==> config.mk <==
export PLATFORM = sky130hd
export DESIGN_NAME = multicycle_control
export DESIGN_NICKNAME = d
export VERILOG_FILES = /design/src/rtl/multicycle_control.sv
export SDC_FILE = /design/constraint.sdc
export NUM_CORES = 1
export LEC_CHECK = 0
export ABC_AREA = 0
export BUFFER_PORTS_ARGS = -buffer_cell sky130_fd_sc_hd__buf_2
export CAP_MARGIN = 20
export CELL_PAD_IN_SITES_DETAIL_PLACEMENT = 0
export CELL_PAD_IN_SITES_GLOBAL_PLACEMENT = 1
export CORE_ASPECT_RATIO = 0.8
export CORE_MARGIN = 1
export CORE_UTILIZATION = 32
export CTS_BUF_LIST = sky130_fd_sc_hd__clkbuf_4
export DETAILED_ROUTE_END_ITERATION = 12
export PLACE_DENSITY_LB_ADDON = 0.1
export SETUP_SLACK_MARGIN = 0.1
export SLEW_MARGIN = 20
export SYNTH_ARGS = -nofsm -noshare
export SYNTH_HDL_FRONTEND = slang
export SYNTH_SLANG_ARGS = --single-unit
export TNS_END_PERCENT = 50
==> constraint.sdc <==
create_clock -name clk -period 2.2 [get_ports clk]
set_input_delay 0.44 -clock clk [delete_from_list [all_inputs] [get_ports clk]]
set_output_delay 0.44 -clock clk [all_outputs]
set_load 0.005 [all_outputs]
==> src/rtl/multicycle_control.sv <==
// Multicycle MIPS-style control unit with a memory-wait watchdog.
// Strobes decode combinationally from the registered state and the current
// OP/Function/Zero inputs. Retire pulse and sticky error flags are registered.
module multicycle_control #(
  parameter int unsigned MEM_TIMEOUT = 16,
  parameter bit          TIMEOUT_EN  = 1'b1
) (
  input  logic       clk,
  input  logic       reset,
  input  logic [5:0] OP,
  input  logic [5:0] Function,
  input  logic       Zero,
  input  logic       mem_ready,
  output logic       PCWrite,
  output logic       IRWrite,
  output logic       IorD,
  output logic       MemRead,
  output logic       MemWrite,
  output logic       MemtoReg,
  output logic       RegDst,
  output logic       RegWrite,
  output logic       JalLink,
  output logic       ALUSrcA,
  output logic [1:0] ALUSrcB,
  output logic       ShamtSelector,
  output logic [1:0] PCSource,
  output logic [2:0] ALUOp,
  output logic [2:0] state,
  output logic       instr_done,
  output logic       illegal_op,
  output logic       bus_error
);

  localparam int unsigned CW = $clog2(MEM_TIMEOUT) + 1;
  localparam logic [CW-1:0] WAIT_MAX = CW'(MEM_TIMEOUT - 1);

  localparam logic [5:0] OP_RTYPE = 6'h00;
  localparam logic [5:0] OP_J     = 6'h02;
  localparam logic [5:0] OP_JAL   = 6'h03;
  localparam logic [5:0] OP_BEQ   = 6'h04;
  localparam logic [5:0] OP_BNE   = 6'h05;
  localparam logic [5:0] OP_ADDI  = 6'h08;
  localparam logic [5:0] OP_ORI   = 6'h0d;
  localparam logic [5:0] OP_LUI   = 6'h0f;
  localparam logic [5:0] OP_LW    = 6'h23;
  localparam logic [5:0] OP_SW    = 6'h2b;
  localparam logic [5:0] FN_SLL   = 6'h00;
  localparam logic [5:0] FN_SRL   = 6'h02;
  localparam logic [5:0] FN_JR    = 6'h08;

  typedef enum logic [2:0] {
    S_FETCH  = 3'd0,
    S_DECODE = 3'd1,
    S_EXEC   = 3'd2,
    S_MEM    = 3'd3,
    S_WB     = 3'd4,
    S_HALT   = 3'd7
  } state_t;

  state_t        state_q, state_d;
  logic [CW-1:0] wait_cnt;
  logic          supported;
  logic          waiting;
  logic          timeout;
  logic          retire;

  assign state     = state_q;
  assign supported = OP inside {OP_RTYPE, OP_J, OP_JAL, OP_BEQ, OP_BNE,
                                OP_ADDI, OP_ORI, OP_LUI, OP_LW, OP_SW};
  assign waiting   = ((state_q == S_FETCH) || (state_q == S_MEM)) && !mem_ready;
  assign timeout   = TIMEOUT_EN && waiting && (wait_cnt == WAIT_MAX);
  assign retire    = (state_d == S_FETCH) &&
                     (state_q inside {S_DECODE, S_EXEC, S_MEM, S_WB});

  // Next-state and strobe decode; reset forces every strobe low.
  always_comb begin
    state_d       = state_q;
    PCWrite       = 1'b0;
    IRWrite       = 1'b0;
    IorD          = 1'b0;
    MemRead       = 1'b0;
    MemWrite      = 1'b0;
    MemtoReg      = 1'b0;
    RegDst        = 1'b0;
    RegWrite      = 1'b0;
    JalLink       = 1'b0;
    ALUSrcA       = 1'b0;
    ALUSrcB       = 2'b00;
    ShamtSelector = 1'b0;
    PCSource      = 2'b00;
    ALUOp         = 3'b000;
    case (state_q)
      S_FETCH: begin
        MemRead = 1'b1;
        ALUSrcB = 2'b01;
        if (mem_ready) begin
          IRWrite = 1'b1;
          PCWrite = 1'b1;
          state_d = S_DECODE;
        end else if (timeout) begin
          state_d = S_HALT;
        end
      end
      S_DECODE: begin
        ALUSrcB = 2'b11;
        if (!supported) begin
          state_d = S_HALT;
        end else if ((OP == OP_J) || (OP == OP_JAL)) begin
          PCWrite  = 1'b1;
          PCSource = 2'b10;
          RegWrite = (OP == OP_JAL);
          JalLink  = (OP == OP_JAL);
          state_d  = S_FETCH;
        end else if ((OP == OP_RTYPE) && (Function == FN_JR)) begin
          PCWrite  = 1'b1;
          PCSource = 2'b11;
          state_d  = S_FETCH;
        end else begin
          state_d = S_EXEC;
        end
      end
      S_EXEC: begin
        ALUSrcA = 1'b1;
        case (OP)
          OP_RTYPE: begin
            ALUOp         = 3'b111;
            ShamtSelector = (Function == FN_SLL) || (Function == FN_SRL);
            state_d       = S_WB;
          end
          OP_BEQ, OP_BNE: begin
            ALUOp    = 3'b001;
            PCWrite  = (OP == OP_BEQ) ? Zero : !Zero;
            PCSource = 2'b01;
            state_d  = S_FETCH;
          end
          OP_ADDI, OP_ORI, OP_LUI: begin
            ALUSrcB = 2'b10;
            ALUOp   = (OP == OP_ADDI) ? 3'b100 : ((OP == OP_ORI) ? 3'b101 : 3'b110);
            state_d = S_WB;
          end
          OP_LW, OP_SW: begin
            ALUSrcB = 2'b10;
            ALUOp   = 3'b100;
            state_d = S_MEM;
          end
          default: state_d = S_FETCH;
        endcase
      end
      S_MEM: begin
        IorD     = 1'b1;
        MemRead  = (OP == OP_LW);
        MemWrite = (OP == OP_SW);
        if (mem_ready) begin
          state_d = (OP == OP_LW) ? S_WB : S_FETCH;
        end else if (timeout) begin
          state_d = S_HALT;
        end
      end
      S_WB: begin
        RegWrite = 1'b1;
        RegDst   = (OP == OP_RTYPE);
        MemtoReg = (OP == OP_LW);
        state_d  = S_FETCH;
      end
      S_HALT:  state_d = S_HALT;
      default: state_d = S_FETCH;
    endcase
    if (reset) begin
      PCWrite       = 1'b0;
      IRWrite       = 1'b0;
      IorD          = 1'b0;
      MemRead       = 1'b0;
      MemWrite      = 1'b0;
      MemtoReg      = 1'b0;
      RegDst        = 1'b0;
      RegWrite      = 1'b0;
      JalLink       = 1'b0;
      ALUSrcA       = 1'b0;
      ALUSrcB       = 2'b00;
      ShamtSelector = 1'b0;
      PCSource      = 2'b00;
      ALUOp         = 3'b000;
    end
  end

  // State register, saturating wait counter, retire pulse and sticky flags.
  always_ff @(posedge clk) begin
    if (reset) begin
      state_q    <= S_FETCH;
      wait_cnt   <= '0;
      instr_done <= 1'b0;
      illegal_op <= 1'b0;
      bus_error  <= 1'b0;
    end else begin
      state_q    <= state_d;
      instr_done <= retire;
      if ((state_q == S_DECODE) && !supported) illegal_op <= 1'b1;
      if (timeout) bus_error <= 1'b1;
      if ((state_d != state_q) || !waiting) begin
        wait_cnt <= '0;
      end else if (wait_cnt != '1) begin
        wait_cnt <= wait_cnt + CW'(1);
      end
    end
  end

endmodule

==> flow_metrics.tcl, run 1 <==
set metrics [dict create \
    netSwitchingFraction 0.374 \
    wl_per_cell_um 14.0 \
    vias_per_cell 5.38 \
    cts_tree "built" \
    hold_ws_ns 0.420 \
    grt_overflow 0 \
    antenna_cells 0 \
    maxSlewViolCount 0 \
    worstSkewPairLatency_ns 0.28 \
    grt_pass1_wl_mm 5.42 \
    grt_max_degree 15 \
    num_rows 18 \
    synth_cell_types 49 \
    area_growth_syn_to_layout_pct 55.1 \
    htree_levels 1 \
    design.die.area_sq_um 3580 \
    cp-end-kind "output pin" \
    numCtsBuffers 3 \
    period_share 1.02 \
    wl_mm 3.47 \
    clock_skew_ns 0.00938 \
    power.density_nw_per_um2 421 \
    cp_slowest_cell "or4_4" \
    avgSynthCellArea_sq_um 7.54 \
    p_clk_frac 0.199 \
    p_leak_uw 0.000782 \
    numPortBuffers 39 \
    gp_congestion 0.864 \
    fin_util 0.531 \
    power_frac_comb 0.462 \
    dieHeight_um 53.7 \
    seq_area_frac_synth 0.206 \
    synth_fp_nets 161 \
    drive_gt1_frac 0.490 \
    power_frac_seq 0.339 \
    switchingPower_uw 262 \
    cts.sinks 11 \
    critPathMaxStageDelay_ns 0.55 \
    hold_buffers 0 \
    drv_cap 0 \
    crit_path_end "PCWrite" \
    postLayoutSetupSlackWorst_ns -0.0524 \
    final_common_cell "buf_2" \
    outcome "finished, violations left" \
    nNetsFinal 228 \
    worstPathArrival_ns 1.81 \
    reg2regPathDepth 7 \
    clkSlewWorstSetupHoldPaths_ns 0.08 \
    cts_root_buf "clkbuf_4" \
    ant_nets 0 \
    synthFlopType "dfxtp_1" \
    final_cells 248 \
    grt_usage 0.199 \
    ys_seq_elements 11 \
    critPathKind "in2out" \
    timing.rr.start "wait_cnt[0]$_SDFFE_PP0P_" \
    min_path_type "in2reg" \
    yosys_warnings 0 \
    ir_drop_mv 0.277 \
    netlist_area_sq_um 1070 \
    grt_setup_unrepaired "yes" \
    layout_min_cycle_time_ns 2.25 \
    min-delay-start "reset" \
    violations "setup timing" \
    crit_chain "buf_6 -> or4_4 -> nor4_4 -> a31oi_1 -> o22ai_1 -> and2_1 -> buf_2" \
    tightest_slew_ns 0.316 \
    route.vias.total 1335 \
    initial_core_util 0.342 \
    crit_path_start_kind "primary input" \
    cts_buffer_depth 2 \
    grt_pass1_vias 1160 \
    dp.final_hpwl_mm 2.70 \
    synthCells 142 \
    layout_common_cells "buf_2 (35), buf_4 (31), nor4_1 (9), dfxtp_1 (9), nor2_1 (8)" \
    synth-async-reset-ratio 0 \
    n_fill_cell 328 \
    synth-edff-count 0 \
    crit_path_start "Function[0]" \
    worstPathMaxFanout 2 \
    hold_viol_final 0 \
    initialDrtViolationCount 115 \
    drtPass1Iterations 4 \
    slew_headroom 0.789 \
    timing.rr.end "wait_cnt[3]$_SDFFE_PP0P_" \
    max_freq_mhz 444 \
    drc 0 \
    antenna_found_initial 0 \
    place_ws_ns -0.137 \
    io_pins 40 \
    post-place-cells 240 \
    cellInternalPower_uw 438 \
    die_w_um 66.7 \
    required_ns 1.76 \
    finalPower_uw 700 \
    core_region_area_sq_um 3130 \
    ff2ff_setup_slack_ns 0.24 \
    finalSetupViolations 2 \
]
-- synthesized netlist by cell type (2+ instances only) --
cell type  number  area share
xor2_1          2       0.016
or2_2           3       0.018
a31oi_1         5       0.029
a22oi_1         2       0.014
nor2_1          9       0.032
dfxtp_1        11        0.21
and3_1          6       0.035
and2_1          2       0.012
nand2_1         4       0.014
xnor2_1         3       0.025
o21ai_0         5       0.023
nand2b_1        6       0.035
ha_1            3       0.035
nor4_1         10       0.058
or4_1           2       0.014
nand4_1         3       0.018
a21oi_1         7       0.033
a21boi_0        2       0.014
clkbuf_1        7       0.025
nor2b_1         5       0.029
inv_1           5       0.018
nand3_1         4       0.019
nor3_1          8       0.037
and3b_1         3       0.025
-- flip-flops by register name (all words and copies together) (netlist names) --
register / count
instr_done: 1
bus_error: 1
wait_cnt: 5
state: 3
illegal_op: 1
-- stage by stage --
step | TNS [ns] | cell area [sq um]
after global routing | -0.465 | 1660
after CTS | -0.0810 | 1600
after global placement | -0.341 | 1490
after detailed placement | -0.474 | 1490
after floorplan | 0 | 1100
final | -0.0546 | 1660
-- layer usage --
layer  share of wire  vias to the layer above  GRT usage
li1                -                      667          -
met1            0.51                      636      0.288
met2            0.45                       32      0.311
met3           0.048                        0     0.0445
met4               0                        0     0.0142
met5               0                        -          0
-- worst max-delay path: cells and delay by family --
family	cells	cell delay, ns
and+or+nand+nor	3	0.93
AOI/OAI and AO/OA	2	0.26
buffers and inverters	2	0.19
-- power groups by stage --
stage	clock network [uW]	registers, uW	logic, uW
detailed placement	0	240	288
global route	157	241	352
global placement	0	239	288
floorplan	0	233	172
CTS	144	237	309
finish	139	238	323
-- repair_timing --
item / CTS / global route
gates resized for setup: 16 / 16
pin swaps: 6 / 3
buffers inserted: 4 / 0
endpoints found under the setup margin: 13 / 18
cloned: 0 / 0
-- area by class of cell --
| cell class | count | area, sq um | share of cell area |
|---|---|---|---|
| tap | 40 | 50.0 | 0.0301 |
| clock inverter | 1 | 5.00 | 0.00301 |
| clock buffer | 3 | 22.5 | 0.0136 |
| sequential | 11 | 223 | 0.134 |
| multi-input combinational | 116 | 863 | 0.520 |
| inverter | 5 | 18.8 | 0.0113 |
| timing repair buffer | 72 | 479 | 0.288 |
-- worst min path at each step --
stage                                         end  cells after the start  slack (ns)
after floorplan           illegal_op$_SDFFE_PP0P_                      2        0.46
after global placement    illegal_op$_SDFFE_PP0P_                      2        0.46
after detailed placement   bus_error$_SDFFE_PP0P_                      1        0.47
after CTS                     state[0]$_SDFF_PP0_                      2        0.39
after global routing          state[0]$_SDFF_PP0_                      2        0.41
final                         state[0]$_SDFF_PP0_                      2        0.42
-- kinds of logic after synthesis --
group                      Yosys count  share of synthesized area
and+or+nand+nor                     76                      0.447
DFF                                 11                      0.206
xor gates and xnor gates             5                     0.0409
AOI/OAI and AO/OA                   30                      0.187
buffers and inverters               15                     0.0643
muxes                                2                     0.0199
adders and majority gates            3                     0.0351
Power figures use the tool's default switching activity.
==> run 2, diff against run 1 <==
==> constraint.sdc (replaced) <==
create_clock -name clk -period 2.2 [get_ports clk]
set_input_delay 0.55 -clock clk [delete_from_list [all_inputs] [get_ports clk]]
set_output_delay 0.55 -clock clk [all_outputs]
set_load 0.005 [all_outputs]
==> flow_metrics.tcl, run 2 (same netlist as run 1, synthesis figures left out) <==
set metrics [dict create \
    min_path_type "reg2reg" \
    num_rows 18 \
    grt_overflow 0 \
    finalSetupViolations 9 \
    postLayoutSetupSlackWorst_ns -0.300 \
    crit_path_start_kind "primary input" \
    core_region_area_sq_um 3130 \
    area_growth_syn_to_layout_pct 74.9 \
    cts_tree "built" \
    finalPower_uw 760 \
    ff2ff_setup_slack_ns 0.16 \
    clkSlewWorstSetupHoldPaths_ns 0.06 \
    vias_per_cell 5.40 \
    ant_nets 0 \
    cp-end-kind "output pin" \
    critPathMaxStageDelay_ns 0.54 \
    drc 0 \
    htree_levels 1 \
    ir_drop_mv 0.401 \
    initial_core_util 0.342 \
    cp_slowest_cell "or4_4" \
    worstPathArrival_ns 1.95 \
    drive_gt1_frac 0.549 \
    antenna_cells 0 \
    hold_buffers 0 \
    drv_cap 0 \
    dieHeight_um 53.7 \
    grt_max_degree 18 \
    initialDrtViolationCount 58 \
    outcome "finished, violations left" \
    hold_depth 2 \
    top_register "wait_cnt" \
    worstPathMaxFanout 2 \
    numCtsBuffers 3 \
    violations "setup timing" \
    numPortBuffers 39 \
    grt_setup_unrepaired "yes" \
    wl_per_cell_um 14.6 \
    slew_headroom 0.791 \
    largest_reg_flops 5 \
    wl_mm 3.85 \
    final_common_cell "buf_4" \
    hold_path_end "illegal_op$_SDFFE_PP0P_" \
    drtPass1Iterations 5 \
    nNetsFinal 244 \
    grt_pass1_vias 1326 \
    die_w_um 66.7 \
    design.die.area_sq_um 3580 \
    grt_pass1_wl_mm 6.02 \
    max_freq_mhz 400 \
    hold_ws_ns 0.478 \
    reg2regPathDepth 7 \
    timing.rr.end "wait_cnt[3]$_SDFFE_PP0P_" \
    cts.sinks 11 \
    layout_common_cells "buf_4 (42), buf_2 (33), dfxtp_1 (10), nor2_1 (9)" \
    clock_skew_ns 0.00294 \
    tightest_slew_ns 0.310 \
    maxSlewViolCount 0 \
    power.density_nw_per_um2 406 \
    io_pins 40 \
    p_leak_uw 0.000888 \
    min-delay-start "illegal_op$_SDFFE_PP0P_" \
    layout_min_cycle_time_ns 2.50 \
    cts_root_buf "clkbuf_4" \
    gp_congestion 0.901 \
    place_ws_ns -0.382 \
    timing.rr.start "wait_cnt[0]$_SDFFE_PP0P_" \
    required_ns 1.65 \
    period_share 1.14 \
    worstSkewPairLatency_ns 0.27 \
    cts_buffer_depth 2 \
    route.vias.total 1425 \
    antenna_found_initial 0 \
    crit_chain "buf_6 -> or4_4 -> nor4_4 -> a31oi_1 -> nor4_1 -> buf_2" \
    dp.final_hpwl_mm 2.98 \
    hold_viol_final 0 \
    grt_usage 0.222 \
    critPathKind "in2out" \
]
==> run 2: cell types whose count changed in the layout (fill, tap and decap cells not counted), sizes merged <==
cell | previous run | this run
buf | 72 | 88
clkbuf | 3 | 4
clkinv | 1 | 0
==> run 2: how the worst max path moves through the flow <==
stage | from | end | slack [ns] | depth (start not counted)
detailed placement | Function[0] | PCSource[1] | -0.38 | 6
floorplan | OP[5] | RegWrite | -0.17 | 5
CTS | Function[4] | PCSource[1] | -0.30 | 6
global route | Function[4] | PCWrite | -0.38 | 7
finish | Function[4] | PCSource[1] | -0.30 | 6
global placement | Function[0] | PCSource[1] | -0.34 | 6
==> run 2: worst max-delay path: cells and delay by family <==
family          cells  cell delay, ns
compound gates      1            0.10
buf+inv             2            0.26
simple gates        3            1.04
==> run 2: power by group <==
group          switching (uW)  internal [uW]
sequential               13.6            216
clock                    65.0           82.6
combinational             192            190
total                     271            489
==> run 2: metrics by stage <==
stage	utilization	TNS, ns	instance area [sq um]	cells
final	0.598	-1.49	1870	264
after detailed placement	0.514	-2.52	1610	254
after global routing	0.598	-2.41	1870	264
after CTS	0.551	-1.83	1730	259
after global placement	0.514	-2.17	1610	254
after floorplan	-	-0.396	1100	142
==> run 2: what timing repair did <==
| action | in CTS | in global routing |
|---|---|---|
| setup buffers | 1 | 5 |
| pin swaps | 8 | 6 |
| setup endpoints to repair | 14 | 20 |
| cloned | 0 | 0 |
| resized for setup | 22 | 25 |
==> run 2: area by class of cell <==
cell class	count	area (sq um)
Fill cell	293	1260
Multi-Input combinational cell	116	902
Timing Repair Buffer	88	651
Sequential cell	11	221
Tap cell	40	50.0
Clock buffer	4	30.0
Inverter	5	18.8
==> run 2: metal layers <==
layer	track usage	part of all wire
met2	0.350	0.45
met4	0.0426	0.0018
met5	0	0
met3	0.0487	0.057
met1	0.310	0.49
==> run 3, diff against run 2 <==
- SKIP_LAST_GASP: unset -> 1
==> flow_metrics.tcl, run 3 (same netlist as run 1, synthesis figures left out) <==
set metrics [dict create \
    outcome "finished, violations left" \
    violations "setup timing" \
    wl_per_cell_um 14.6 \
    top_register "wait_cnt" \
    tightest_slew_ns 0.303 \
    grt_max_degree 18 \
    initial_core_util 0.342 \
    area_growth_syn_to_layout_pct 76.5 \
    hold_ws_ns 0.478 \
    ant_nets 0 \
    cts_root_buf "clkbuf_4" \
    critPathKind "in2out" \
    postLayoutSetupSlackWorst_ns -0.310 \
    grt_pass1_wl_mm 5.84 \
    vias_per_cell 5.41 \
    gp_congestion 0.901 \
    clock_skew_ns 0.00110 \
    p_clk_frac 0.192 \
    cp-end-kind "output pin" \
    worstPathMaxFanout 2 \
    die_w_um 66.7 \
    crit_path_start_kind "primary input" \
    htree_levels 1 \
    maxSlewViolCount 0 \
    period_share 1.14 \
    switchingPower_uw 271 \
    num_rows 18 \
    grt_pass1_vias 1279 \
    p_leak_uw 0.000911 \
    drv_cap 0 \
    numCtsBuffers 3 \
    cp_slowest_cell "or4_4" \
    layout_common_cells "buf_4 (48), buf_2 (33), dfxtp_1 (10), nor2_1 (9), nor4_1 (8)" \
    grt_setup_unrepaired "yes" \
    power_frac_seq 0.300 \
    top_usage_layer "met2" \
    grtUsageMet2 0.338 \
    use_met3 0.0487 \
    worstSkewPairLatency_ns 0.27 \
    design.die.area_sq_um 3580 \
    route.vias.total 1456 \
    layout_min_cycle_time_ns 2.51 \
    ir_drop_mv 0.404 \
    grt_overflow 0 \
    antenna_found_initial 0 \
    slew_headroom 0.796 \
    clkSlewWorstSetupHoldPaths_ns 0.06 \
    cts.sinks 11 \
    drc 0 \
    met1_usage 0.307 \
    io_pins 40 \
    antenna_cells 0 \
    finalSetupViolations 13 \
    hold_viol_final 0 \
    core_region_area_sq_um 3130 \
    power.density_nw_per_um2 406 \
    fin_util 0.604 \
    max_freq_mhz 398 \
    grt_usage 0.216 \
    required_ns 1.65 \
    drive_gt1_frac 0.537 \
    wl_mm 3.92 \
    min_path_type "reg2reg" \
    initialDrtViolationCount 81 \
    cellInternalPower_uw 496 \
    numPortBuffers 39 \
    final_common_cell "buf_4" \
    dieHeight_um 53.7 \
    critPathMaxStageDelay_ns 0.54 \
    dp.final_hpwl_mm 2.98 \
    crit_chain "buf_6 -> or4_4 -> nor4_4 -> a31oi_1 -> nor4_1 -> buf_2" \
    nNetsFinal 249 \
    drtPass1Iterations 4 \
    netSwitchingFraction 0.354 \
    cts_tree "built" \
    cts_buffer_depth 2 \
    largest_reg_flops 5 \
    worstPathArrival_ns 1.96 \
    power_frac_comb 0.508 \
]
run 3: changes by cell type in the layout (fill, tap and decap cells not counted), sizes merged:
cell / previous run / this run
buf: 88 / 93
run 3: layer usage:
layer / wire, um / share of wire
met5: 0 / 0
met4: 37 / 0.0094
met3: 215 / 0.055
met2: 1730 / 0.44
met1: 1940 / 0.49
run 3: through the flow:
step	power [uW]	setup TNS [ns]	setup WS [ns]	instance area [sq um]	instances
final	767	-1.71	-0.310	1890	269
after global routing	818	-3.01	-0.381	1890	269
after CTS	727	-1.98	-0.296	1690	259
after detailed placement	568	-2.52	-0.382	1610	254
after global placement	563	-2.17	-0.338	1610	254
after floorplan	407	-0.396	-0.166	1100	142
run 3: path summary, 6_finish.rpt:
check,startpoint,to,slack [ns],cells after the start
max,Function[4],PCSource[1],-0.31,6
min,bus_error$_SDFFE_PP0P_,bus_error$_SDFFE_PP0P_,0.48,1
max reg2reg,wait_cnt[0]$_SDFFE_PP0P_,wait_cnt[3]$_SDFFE_PP0P_,0.07,7
min reg2reg,bus_error$_SDFFE_PP0P_,bus_error$_SDFFE_PP0P_,0.48,1
run 3: final cells by class:
class | instances | area (sq um)
well taps | 40 | 50.0
multi-input cells | 116 | 873
repair buffers | 93 | 697
inverters | 5 | 18.8
fillers | 291 | 1240
clock buffers | 4 | 30.0
flip-flops and latches | 11 | 221
run 3: repair_timing:
action	4_1_cts	5_1_grt
endpoints found under the setup margin	14	20
hold buffers	0	0
buffers inserted	1	10
pin swaps	8	15
gates resized for setup	12	30
run 3: critical path: cells and delay by family:
family | cells | cell delay [ns]
AND/OR/NAND/NOR | 3 | 1.05
buffers and inverters | 2 | 0.26
AO/OA/AOI/OAI | 1 | 0.10
run 3: power groups by stage:
stage / Combinational [uW] / Clock, uW / Sequential (uW)
6_report: 390 / 147 / 230
2_1_floorplan: 173 / 0 / 233
3_3_place_gp: 331 / 0 / 233
3_5_place_dp: 335 / 0 / 233
5_1_grt: 419 / 166 / 233
4_1_cts: 346 / 153 / 229
